$ cat src/rtl/cpu_pkg.sv
// Shared CPU definitions: word type, condition codes, pc_src encodings,
// instruction field positions and the fetch FSM state type.
package cpu_pkg;

  typedef logic [15:0] word_t;

  // Fetch FSM states; the encoding is also driven out on dbg_state.
  typedef enum logic [1:0] {
    S_IDLE = 2'd0,
    S_REQ  = 2'd1,
    S_WAIT = 2'd2,
    S_DONE = 2'd3
  } fetch_state_e;

  localparam logic [3:0] COND_EQ = 4'b0000;
  localparam logic [3:0] COND_NE = 4'b0001;
  localparam logic [3:0] COND_CS = 4'b0010;
  localparam logic [3:0] COND_CC = 4'b0011;
  localparam logic [3:0] COND_HI = 4'b0100;
  localparam logic [3:0] COND_LS = 4'b0101;
  localparam logic [3:0] COND_GT = 4'b0110;
  localparam logic [3:0] COND_LE = 4'b0111;
  localparam logic [3:0] COND_FS = 4'b1000;
  localparam logic [3:0] COND_FC = 4'b1001;
  localparam logic [3:0] COND_LO = 4'b1010;
  localparam logic [3:0] COND_HS = 4'b1011;
  localparam logic [3:0] COND_LT = 4'b1100;
  localparam logic [3:0] COND_GE = 4'b1101;
  localparam logic [3:0] COND_UC = 4'b1110;

  localparam logic [1:0] PC_SRC_INC  = 2'b00;
  localparam logic [1:0] PC_SRC_REG  = 2'b01;
  localparam logic [1:0] PC_SRC_REL  = 2'b10;
  localparam logic [1:0] PC_SRC_HOLD = 2'b11;

  localparam int OP_HI     = 15;
  localparam int OP_LO     = 12;
  localparam int RDEST_HI  = 11;
  localparam int RDEST_LO  = 8;
  localparam int OPEXT_HI  = 7;
  localparam int OPEXT_LO  = 4;
  localparam int RSRC_HI   = 3;
  localparam int RSRC_LO   = 0;
  localparam int IMM8_HI   = 7;
  localparam int IMM8_LO   = 0;

  // PSR bit positions inside flags {N,Z,F,L,C}.
  localparam int FLAG_N = 4;
  localparam int FLAG_Z = 3;
  localparam int FLAG_F = 2;
  localparam int FLAG_L = 1;
  localparam int FLAG_C = 0;

  function automatic word_t sext8(input logic [7:0] v);
    return {{8{v[7]}}, v};
  endfunction

endpackage

$ cat src/rtl/cond_eval.sv
// Branch condition evaluator. Full PSR decode when FETCH_COND_EVAL_EN is
// defined; otherwise only the unconditional code is true and flags is ignored.
module cond_eval
  import cpu_pkg::*;
(
  input  logic [3:0] cond,
  input  logic [4:0] flags,
  output logic       cond_true
);

`ifdef FETCH_COND_EVAL_EN
  logic w_n, w_z, w_f, w_l, w_c;
  assign w_n = flags[FLAG_N];
  assign w_z = flags[FLAG_Z];
  assign w_f = flags[FLAG_F];
  assign w_l = flags[FLAG_L];
  assign w_c = flags[FLAG_C];

  always_comb begin
    cond_true = 1'b0;
    case (cond)
      COND_EQ: cond_true = w_z;
      COND_NE: cond_true = !w_z;
      COND_CS: cond_true = w_c;
      COND_CC: cond_true = !w_c;
      COND_HI: cond_true = w_l;
      COND_LS: cond_true = !w_l;
      COND_GT: cond_true = w_n;
      COND_LE: cond_true = !w_n;
      COND_FS: cond_true = w_f;
      COND_FC: cond_true = !w_f;
      COND_LO: cond_true = !w_l && !w_z;
      COND_HS: cond_true = w_l || w_z;
      COND_LT: cond_true = !w_n && !w_z;
      COND_GE: cond_true = w_n || w_z;
      COND_UC: cond_true = 1'b1;
      default: cond_true = 1'b0;
    endcase
  end
`else
  logic w_unused_flags;
  assign w_unused_flags = ^flags;
  assign cond_true      = (cond == COND_UC);
`endif

endmodule

$ cat src/rtl/fetch_unit.sv
// Instruction fetch unit: PC register, next-PC select and a 4-state fetch FSM.
// Condition evaluation depth is selected by FETCH_COND_EVAL_EN (see cond_eval).
module fetch_unit
  import cpu_pkg::*;
(
  input  logic        clk,
  input  logic        reset,
  input  logic        fetch_start,
  input  logic        pc_en,
  input  logic [1:0]  pc_src,
  input  logic        pc_cond,
  input  logic [15:0] reg_target,
  input  logic [4:0]  flags,
  output logic [15:0] mem_addr,
  output logic        mem_req,
  input  logic        mem_ack,
  input  logic [15:0] mem_rdata,
  output logic [15:0] instr,
  output logic [3:0]  op,
  output logic [3:0]  rdest,
  output logic [3:0]  op_ext,
  output logic [3:0]  rsrc,
  output logic [3:0]  cond,
  output logic [7:0]  imm8,
  output logic [15:0] pc,
  output logic [15:0] pc_plus1,
  output logic        cond_true,
  output logic        fetch_done,
  output logic        busy,
  output logic [1:0]  dbg_state
);

  // Memory handshake: mem_req rises in REQ and stays high with mem_addr
  // stable until a cycle where mem_ack=1; that cycle's mem_rdata is the
  // instruction. mem_ack outside REQ/WAIT carries no meaning and is dropped.

  fetch_state_e r_state;
  word_t        r_pc;
  word_t        r_instr;
  logic         r_mem_req;
  logic         r_fetch_done;
  logic         r_busy;

  word_t        w_pc_plus1;
  word_t        w_pc_rel;
  word_t        w_pc_next;
  logic         w_cond_true;

  assign w_pc_plus1 = r_pc + 16'd1;
  assign w_pc_rel   = r_pc + sext8(r_instr[IMM8_HI:IMM8_LO]);

  // A failed condition on a register or relative jump falls through to pc+1.
  always_comb begin
    w_pc_next = w_pc_plus1;
    case (pc_src)
      PC_SRC_INC:  w_pc_next = w_pc_plus1;
      PC_SRC_REG:  w_pc_next = (pc_cond && !w_cond_true) ? w_pc_plus1 : reg_target;
      PC_SRC_REL:  w_pc_next = (pc_cond && !w_cond_true) ? w_pc_plus1 : w_pc_rel;
      PC_SRC_HOLD: w_pc_next = r_pc;
      default:     w_pc_next = r_pc;
    endcase
  end

  cond_eval u_cond_eval (
    .cond      (r_instr[RDEST_HI:RDEST_LO]),
    .flags     (flags),
    .cond_true (w_cond_true)
  );

  always_ff @(posedge clk) begin
    if (!reset) begin
      r_state      <= S_IDLE;
      r_pc         <= 16'h0000;
      r_instr      <= 16'h0000;
      r_mem_req    <= 1'b0;
      r_fetch_done <= 1'b0;
      r_busy       <= 1'b0;
    end else begin
      r_fetch_done <= 1'b0;
      case (r_state)
        S_IDLE: begin
          if (pc_en) r_pc <= w_pc_next;
          if (fetch_start) begin
            r_state   <= S_REQ;
            r_mem_req <= 1'b1;
            r_busy    <= 1'b1;
          end
        end
        S_REQ, S_WAIT: begin
          if (mem_ack) begin
            r_instr      <= mem_rdata;
            r_state      <= S_DONE;
            r_mem_req    <= 1'b0;
            r_fetch_done <= 1'b1;
          end else begin
            r_state <= S_WAIT;
          end
        end
        S_DONE: begin
          r_state <= S_IDLE;
          r_busy  <= 1'b0;
        end
        default: begin
          r_state   <= S_IDLE;
          r_mem_req <= 1'b0;
          r_busy    <= 1'b0;
        end
      endcase
    end
  end

  assign mem_addr   = r_pc;
  assign mem_req    = r_mem_req;
  assign instr      = r_instr;
  assign op         = r_instr[OP_HI:OP_LO];
  assign rdest      = r_instr[RDEST_HI:RDEST_LO];
  assign op_ext     = r_instr[OPEXT_HI:OPEXT_LO];
  assign rsrc       = r_instr[RSRC_HI:RSRC_LO];
  assign cond       = r_instr[RDEST_HI:RDEST_LO];
  assign imm8       = r_instr[IMM8_HI:IMM8_LO];
  assign pc         = r_pc;
  assign pc_plus1   = w_pc_plus1;
  assign cond_true  = w_cond_true;
  assign fetch_done = r_fetch_done;
  assign busy       = r_busy;
  assign dbg_state  = r_state;

endmodule

$ cat config.mk
export PLATFORM = sky130hd
export DESIGN_NAME = fetch_unit
export DESIGN_NICKNAME = d
export VERILOG_FILES = /design/src/rtl/cpu_pkg.sv /design/src/rtl/cond_eval.sv /design/src/rtl/fetch_unit.sv
export SDC_FILE = /design/constraint.sdc
export NUM_CORES = 1
export LEC_CHECK = 0
export BUFFER_PORTS_ARGS = -buffer_cell sky130_fd_sc_hd__buf_2
export CAP_MARGIN = 20
export CORE_ASPECT_RATIO = 1.25
export CORE_MARGIN = 2
export CORE_UTILIZATION = 40
export DETAILED_ROUTE_END_ITERATION = 12
export PLACE_DENSITY_LB_ADDON = 0.2
export SLEW_MARGIN = 20
export SYNTH_ARGS = -nofsm -noshare
export SYNTH_HDL_FRONTEND = slang
export SYNTH_SLANG_ARGS = --single-unit
$ cat constraint.sdc
create_clock -name clk -period 2.4 [get_ports clk]
set_clock_uncertainty 0.2 [all_clocks]
set_input_delay 0.48 -clock clk [delete_from_list [all_inputs] [get_ports clk]]
set_output_delay 0.48 -clock clk [all_outputs]
set_load 0.05 [all_outputs]
==> flow_summary.yaml, run 1 <==
floorplan:
  die_w_um: 86.7
  core_um2: 8290
  placementRows: 37
  top_level_ports: 143
  die_ar_um2: 9310
  initial_core_util_pct: 41.3
  die_height_um: 107
cells_and_area:
  post_route_cells_drive_above_1_share_pct: 51.1
  postLayoutCellArea_um2: 5170
  utilization_pct: 62.3
  num-nets-final: 679
  diodes: 0
  post_route_non_filler_standard_cell_count: 710
  synthToLayoutAreaGrowth_pct: 51.1
grt:
  grt_first_pass_wirelength_um: 17700
  grtUsageTotal_pct: 24.3
  grt_max_degree: 21
  overflow_left_after_global_routing: 0
  first_global_vias: 3609
  antenna_violations_before_repair: 0
pwr:
  vdd.ir_drop.worst_v: 0.000797
  power.static_leakage_nw: 2.53
  design_power_total_w: 0.00413
  power-per-cell-area_nw_per_um2: 800
logic_synthesis:
  synthesis.yosys.warnings: 0
  synth.area.top_cells: "sky130_fd_sc_hd__dfxtp_1 (22%), sky130_fd_sc_hd__buf_4 (9.9%), sky130_fd_sc_hd__ha_1 (7.7%)"
  synth.avg_cell_area_um2: 7.55
  synth_top_area_cell: "sky130_fd_sc_hd__dfxtp_1"
  synth_top_area_share_pct: 21.7
  yosysSeqAreaShare_pct: 21.7
  synth_cell_types: 65
  synth.net_count: 520
  synthesized_instance_count: 453
  synth_async_sr_flop_share_pct: 0
  synth_ff_type: "sky130_fd_sc_hd__dfxtp_1"
  synth-seq-cells: 37
  syn_area_um2: 3420
  synth-edff-count: 0
cts:
  h_tree_level_count: 2
  tritoncts.num_buffers: 5
  quantity_of_hold_fixing_buffers_added_after_cts: 0
  cts_root_buf: "sky130_fd_sc_hd__clkbuf_8"
  worstSkewPairLatency_ps: 300
  cts_sinks: 37
  cts.path.max_buffers: 2
  clk_pin_slew_worst_paths_ps: 90
  cts_tree: "built"
worst_setup_path:
  largest_fanout_on_the_critical_path: 4
  timing.critical_path.arrival_ps: 1860
  setup.worst_path.start_class: "flip-flop"
  crit_required_ps: 1720
  critical_path_class: "reg2out"
  endpoint_kind: "output pin"
run_status:
  run_status: "complete, but fails checks"
  failed_checks: "setup timing"
sta:
  maxSlewHeadroom_pct: 59.8
  setup_viol: 13
  postLayoutSetupSlackWorst_ps: -141
  fin_tns_setup_ps: -1060
  layout_min_cycle_time_ps: 2540
  timing_hold_violations_final: 0
  unrepaired_setup_endpoints_after_global_routing: "yes"
  layout_worst_path_cycle_share_pct: 106
  drv_slew: 0
  max_clock_freq_mhz: 394
  max_slew.worst_pin.slew_ps: 603
worst_hold_path:
  min-delay-path-class: "in2reg"
routing:
  remaining_drc_errors: 0
  detailedRoute.firstIterationViolations: 258
  routed-via-count: 3969
  post_drt_via_cell_ratio: 5.59
  drt_pass1_iterations: 5
  post_drt_wl_per_cell_um: 16.8
  detail-route-antenna-nets: 0
  detail_route.wirelength_um: 11900
placed_design:
  place.gp.congestion: 0.876
  dp_cells: 680
  port_buffers: 137
  placed_area_um2: 4440
  detailed_placer_s_ending_hpwl_um: 8660
job:
  maxCapViolations: 0
where the power goes:
group | total [W] | switching, W | internal, W
Clock | 0.000649 | 0.000271 | 0.000377
Combinational | 0.00260 | 0.00179 | 0.000802
Sequential | 0.000890 | 0.000143 | 0.000748
Total | 0.00413 | 0.00221 | 0.00193
synth_stat cells (2+ instances only):
cell,instances
sky130_fd_sc_hd__mux2i_1,4
sky130_fd_sc_hd__nand3_1,17
sky130_fd_sc_hd__o211ai_1,2
sky130_fd_sc_hd__a21o_1,7
sky130_fd_sc_hd__a221o_1,3
sky130_fd_sc_hd__a21boi_0,17
sky130_fd_sc_hd__dfxtp_1,37
sky130_fd_sc_hd__nor2_1,33
sky130_fd_sc_hd__nor3b_1,3
sky130_fd_sc_hd__or3_1,3
sky130_fd_sc_hd__and2_0,2
sky130_fd_sc_hd__or2_2,2
sky130_fd_sc_hd__o31ai_1,4
sky130_fd_sc_hd__and2_1,2
sky130_fd_sc_hd__nand3b_1,2
sky130_fd_sc_hd__buf_4,45
sky130_fd_sc_hd__a21oi_1,23
sky130_fd_sc_hd__and3_1,9
sky130_fd_sc_hd__xnor2_1,13
sky130_fd_sc_hd__o221ai_1,4
sky130_fd_sc_hd__o22ai_1,4
sky130_fd_sc_hd__o31a_1,2
sky130_fd_sc_hd__buf_6,2
sky130_fd_sc_hd__a221oi_1,4
sky130_fd_sc_hd__a22o_1,2
sky130_fd_sc_hd__nor3_1,5
sky130_fd_sc_hd__inv_1,18
sky130_fd_sc_hd__nor4_1,2
sky130_fd_sc_hd__ha_1,21
sky130_fd_sc_hd__clkbuf_1,14
sky130_fd_sc_hd__a31oi_1,5
sky130_fd_sc_hd__nor2b_1,9
sky130_fd_sc_hd__a2111oi_0,2
sky130_fd_sc_hd__clkbuf_8,2
sky130_fd_sc_hd__nand2_1,61
sky130_fd_sc_hd__nand2b_1,4
sky130_fd_sc_hd__nand4_1,2
sky130_fd_sc_hd__o211a_1,2
sky130_fd_sc_hd__xor2_1,6
sky130_fd_sc_hd__o21a_1,4
sky130_fd_sc_hd__a21oi_2,2
sky130_fd_sc_hd__o21ai_0,25
layout make-up:
class | instances | area (µm²)
Fill cell | 726 | 3120
Clock inverter | 2 | 38.8
Sequential cell | 37 | 801
Multi-Input combinational cell | 334 | 2640
Inverter | 18 | 67.6
Timing Repair Buffer | 216 | 1410
Tap cell | 97 | 121
Clock buffer | 6 | 93.8
registers in the layout, summed over array words and instances (netlist names):
name        count
dbg_state       2
busy            1
mem_req         1
instr          16
mem_addr       16
fetch_done      1
worst max-delay path: stages (launching register included):
cell	delay [ps]
sky130_fd_sc_hd__dfxtp_4	420
sky130_fd_sc_hd__buf_12	120
sky130_fd_sc_hd__nand4_4	80
sky130_fd_sc_hd__buf_6	150
sky130_fd_sc_hd__nor3_4	220
sky130_fd_sc_hd__buf_6	150
sky130_fd_sc_hd__nand3_4	100
sky130_fd_sc_hd__xnor2_4	150
sky130_fd_sc_hd__buf_6	170
kinds of logic after synthesis:
family / after synthesis / share of synthesized area (%)
AOI/OAI and AO/OA: 125 / 25.2
xor gates and xnor gates: 19 / 4.87
adders and majority gates: 22 / 8.27
buffers and inverters: 82 / 15.0
DFF: 37 / 21.7
muxes: 4 / 1.17
and+or+nand+nor: 164 / 23.8
cell usage in the layout, fill, tap and decap left out, drive strengths merged, types with 9 or more instances in the layout:
cell,Yosys,routed
a21boi,17,17
a21oi,25,25
and3,10,10
buf,47,215
dfxtp,37,37
ha,21,21
inv,18,19
nand2,61,61
nand3,17,17
nor2,33,33
nor2b,9,9
o21ai,27,27
xnor2,13,13
per-layer routing:
layer	up-vias	track usage, %	part of all wire [%]
met3	36	3.22	4.8
met1	1875	28.0	40
met5	-	0	0
met4	0	10.6	3.8
li1	1886	-	-
met2	172	44.0	52
path summary, 6_finish.rpt:
kind	startpoint	endpoint	slack, ps	depth (start not counted)
hold / removal	mem_rdata[2]	instr[2]$_SDFFE_PN0P_	210	3
hold reg to reg	instr[14]$_SDFFE_PN0P_	instr[14]$_SDFFE_PN0P_	280	2
setup reg to reg	instr[0]$_SDFFE_PN0P_	mem_addr[10]$_SDFFE_PN0P_	-140	10
setup / recovery	mem_addr[2]$_SDFFE_PN0P_	pc_plus1[14]	-140	8
timing repair:
| action | 4_1_cts | 5_1_grt |
|---|---|---|
| setup buffers | 14 | 8 |
| endpoints found under the setup margin | 17 | 19 |
| gates resized for setup | 50 | 46 |
| pin swaps | 15 | 25 |
metrics by stage:
stage          setup slack, ps  hold WS, ps
2_1_floorplan            -41.2          362
5_1_grt                   -245          221
6_report                  -141          207
4_1_cts                   -118          209
3_3_place_gp              -219          260
3_5_place_dp              -212          271
No activity file was read; power rests on OpenSTA's default activity.
==> run 2, diff against run 1 <==
- CORE_MARGIN: 2 -> 5
- SETUP_SLACK_MARGIN: default -> 0.05
==> run 2 against run 1 <==
Sequential power shrank 0.4%. Via count fell by 1.0%. Largest cell class unchanged. Fmax rose by 2.7%. Critical endpoint is now pc_plus1[13]. Largest power group unchanged. Critical path depth fell by 1. The flow still finishes with violations (setup timing). Clock power fell by 11%. Global-route usage down 1.8 points. First-iteration DRC count down 46%.
==> flow_summary.yaml, run 2 (synthesis gave the netlist of run 1 again) <==
sta:
  postLayoutSetupSlackWorst_ps: -73.6
  layout_min_cycle_time_ps: 2470
  unrepaired_setup_endpoints_after_global_routing: "yes"
  fin_worst_hold_slack_ps: 212
  max_slew.worst_pin.slew_ps: 625
  maxSlewHeadroom_pct: 58.3
  max_clock_freq_mhz: 404
  timing_hold_violations_final: 0
  layout_worst_path_cycle_share_pct: 103
  drv_slew: 0
  setup_viol: 7
cts:
  cts.path.max_buffers: 2
  cts_sinks: 37
  clk_pin_slew_worst_paths_ps: 80
  cts_tree: "built"
  quantity_of_hold_fixing_buffers_added_after_cts: 0
  tritoncts.num_buffers: 5
  h_tree_level_count: 2
  worstSkewPairLatency_ps: 310
  cts_root_buf: "sky130_fd_sc_hd__clkbuf_8"
worst_setup_path:
  setup.worst_path.start_class: "flip-flop"
  register_to_register_path_setup_slack_ps: -70
  critical-path-top-delay-family: "simple AND/OR/NAND/NOR gates"
  largest_fanout_on_the_critical_path: 4
  reg2reg_depth: 10
  timing.critical_path.arrival_ps: 1790
  endpoint_kind: "output pin"
  worstReg2RegEnd: "mem_addr[14]$_SDFFE_PN0P_"
  critical_path.reg2reg.startpoint: "instr[0]$_SDFFE_PN0P_"
  crit_required_ps: 1720
  cpPeakStageDelay_ps: 370
  critical_path.most_common_cell: "sky130_fd_sc_hd__buf_6"
  critical_path.slowest_cell: "sky130_fd_sc_hd__dfxtp_4"
  critical_path_class: "reg2out"
  timing.critical_path.buf_inv: 2
  path_cells: "buf_6 -> nand4_4 -> or2_4 -> nor2_4 -> nand3_4 -> xnor2_4 -> buf_6"
routing:
  post_drt_wl_per_cell_um: 17.4
  routed-via-count: 3929
  post_drt_via_cell_ratio: 5.46
  detailedRoute.firstIterationViolations: 140
  detail-route-antenna-nets: 0
  remaining_drc_errors: 0
  detail_route.wirelength_um: 12500
  drt_pass1_iterations: 5
grt:
  grt_first_pass_wirelength_um: 18800
  first_global_vias: 3747
  overflow_left_after_global_routing: 0
  grt_max_degree: 29
  grtUsageTotal_pct: 22.5
  antenna_violations_before_repair: 0
pwr:
  power.net_switching_w: 0.00221
  p_clk_share_pct: 14.1
  switching_share_pct: 54.0
  vdd.ir_drop.worst_v: 0.000710
  power.static_leakage_nw: 2.57
  power-per-cell-area_nw_per_um2: 783
  power_report.internal_total_w: 0.00188
  share_seq_of_total_power_pct: 21.7
  power.combinational.fraction_pct: 64.2
worst_hold_path:
  hp-start: "mem_rdata[5]"
  timing.hold.worst_endpoint: "instr[5]$_SDFFE_PN0P_"
  holdPathStages: 3
  min-delay-path-class: "in2reg"
placed_design:
  port_buffers: 137
  place.gp.congestion: 0.899
  detailed_placer_s_ending_hpwl_um: 9400
cells_and_area:
  most_frequent_cells_in_the_layout: "sky130_fd_sc_hd__buf_2 (124), sky130_fd_sc_hd__buf_4 (73), sky130_fd_sc_hd__nand2_1 (58)"
  synthToLayoutAreaGrowth_pct: 52.8
  diodes: 0
  post_route_cells_drive_above_1_share_pct: 51.6
  utilization_pct: 63.1
  fill_cells: 719
  most_common_cell_after_layout_fill_and_taps_aside: "sky130_fd_sc_hd__buf_2"
  multi_input_area_um2: 2620
  num-nets-final: 688
  ff_latch_area_um2: 805
job:
  maxCapViolations: 0
floorplan:
  placementRows: 37
  die_height_um: 113
  core_um2: 8290
  die_w_um: 92.7
  initial_core_util_pct: 41.3
  top_level_ports: 143
  die_ar_um2: 10500
run_status:
  run_status: "complete, but fails checks"
  failed_checks: "setup timing"
[run 2: changes by cell type in the layout (fill, tap and decap cells not counted), sizes merged]
cell,previous run,this run
buf,215,224
clkbuf,7,6
clkinv,0,1
[run 2: worst register-to-register path, stage by stage (launching register included)]
cell	delay, ps
sky130_fd_sc_hd__dfxtp_4	360
sky130_fd_sc_hd__ha_4	160
sky130_fd_sc_hd__inv_2	50
sky130_fd_sc_hd__fa_2	200
sky130_fd_sc_hd__nor2b_2	50
sky130_fd_sc_hd__o31a_1	310
sky130_fd_sc_hd__o31a_1	320
sky130_fd_sc_hd__a211oi_2	300
sky130_fd_sc_hd__xor2_1	100
sky130_fd_sc_hd__a221o_1	310
sky130_fd_sc_hd__nand2_1	50
[run 2: power by group through the flow]
stage	Combinational [W]	Sequential [W]	Clock [W]
floorplan	0.00150	0.00133	0
global placement	0.00243	0.000886	0
detailed placement	0.00245	0.000891	0
CTS	0.00255	0.000876	0.000601
global route	0.00279	0.000906	0.000623
finish	0.00263	0.000886	0.000577
[run 2: how the worst max path moves through the flow]
stage | from | end | slack, ps | cells after the start
after CTS | instr[0]$_SDFFE_PN0P_ | mem_addr[14]$_SDFFE_PN0P_ | -100 | 10
final | mem_addr[2]$_SDFFE_PN0P_ | pc_plus1[13] | -70 | 7
after global routing | instr[0]$_SDFFE_PN0P_ | mem_addr[8]$_SDFFE_PN0P_ | -190 | 10
after detailed placement | instr[7]$_SDFFE_PN0P_ | mem_addr[15]$_SDFFE_PN0P_ | -140 | 8
after global placement | instr[7]$_SDFFE_PN0P_ | mem_addr[15]$_SDFFE_PN0P_ | -150 | 8
after floorplan | mem_addr[2]$_SDFFE_PN0P_ | pc_plus1[6] | -20 | 4
[run 2: cell type report]
type                    count  share of cell area, %
multi-input cells         334                   50.1
repair buffers            225                   28.7
flip-flops and latches     37                   15.4
well taps                  97                   2.32
clock buffers               5                   1.32
inverters                  18                   1.29
clock inverters             3                  0.862
[run 2: timing repair]
item                                    4_1_cts  5_1_grt
resized for setup                            59       36
pin swaps                                    24       19
cloned                                        0        0
endpoints found under the setup margin       17       20
buffers inserted                             23        8
[run 2: per-layer routing]
| metal | GRT usage, % | part of all wire [%] |
|---|---|---|
| met4 | 10.9 | 4.0 |
| met3 | 4.42 | 6.9 |
| met5 | 0 | 0 |
| met2 | 40.8 | 51 |
| met1 | 25.0 | 38 |
[run 2: per-stage QoR]
stage / total power [W] / cell area [µm²] / setup slack, ps / std cells / setup TNS (ps)
6_report: 0.00409 / 5230 / -73.6 / 719 / -287
5_1_grt: 0.00432 / 5230 / -193 / 719 / -1540
4_1_cts: 0.00403 / 4990 / -98.5 / 711 / -286
3_5_place_dp: 0.00335 / 4470 / -140 / 680 / -456
3_3_place_gp: 0.00332 / 4470 / -148 / 680 / -254
2_1_floorplan: 0.00283 / 3670 / -23.4 / 453 / -35.7
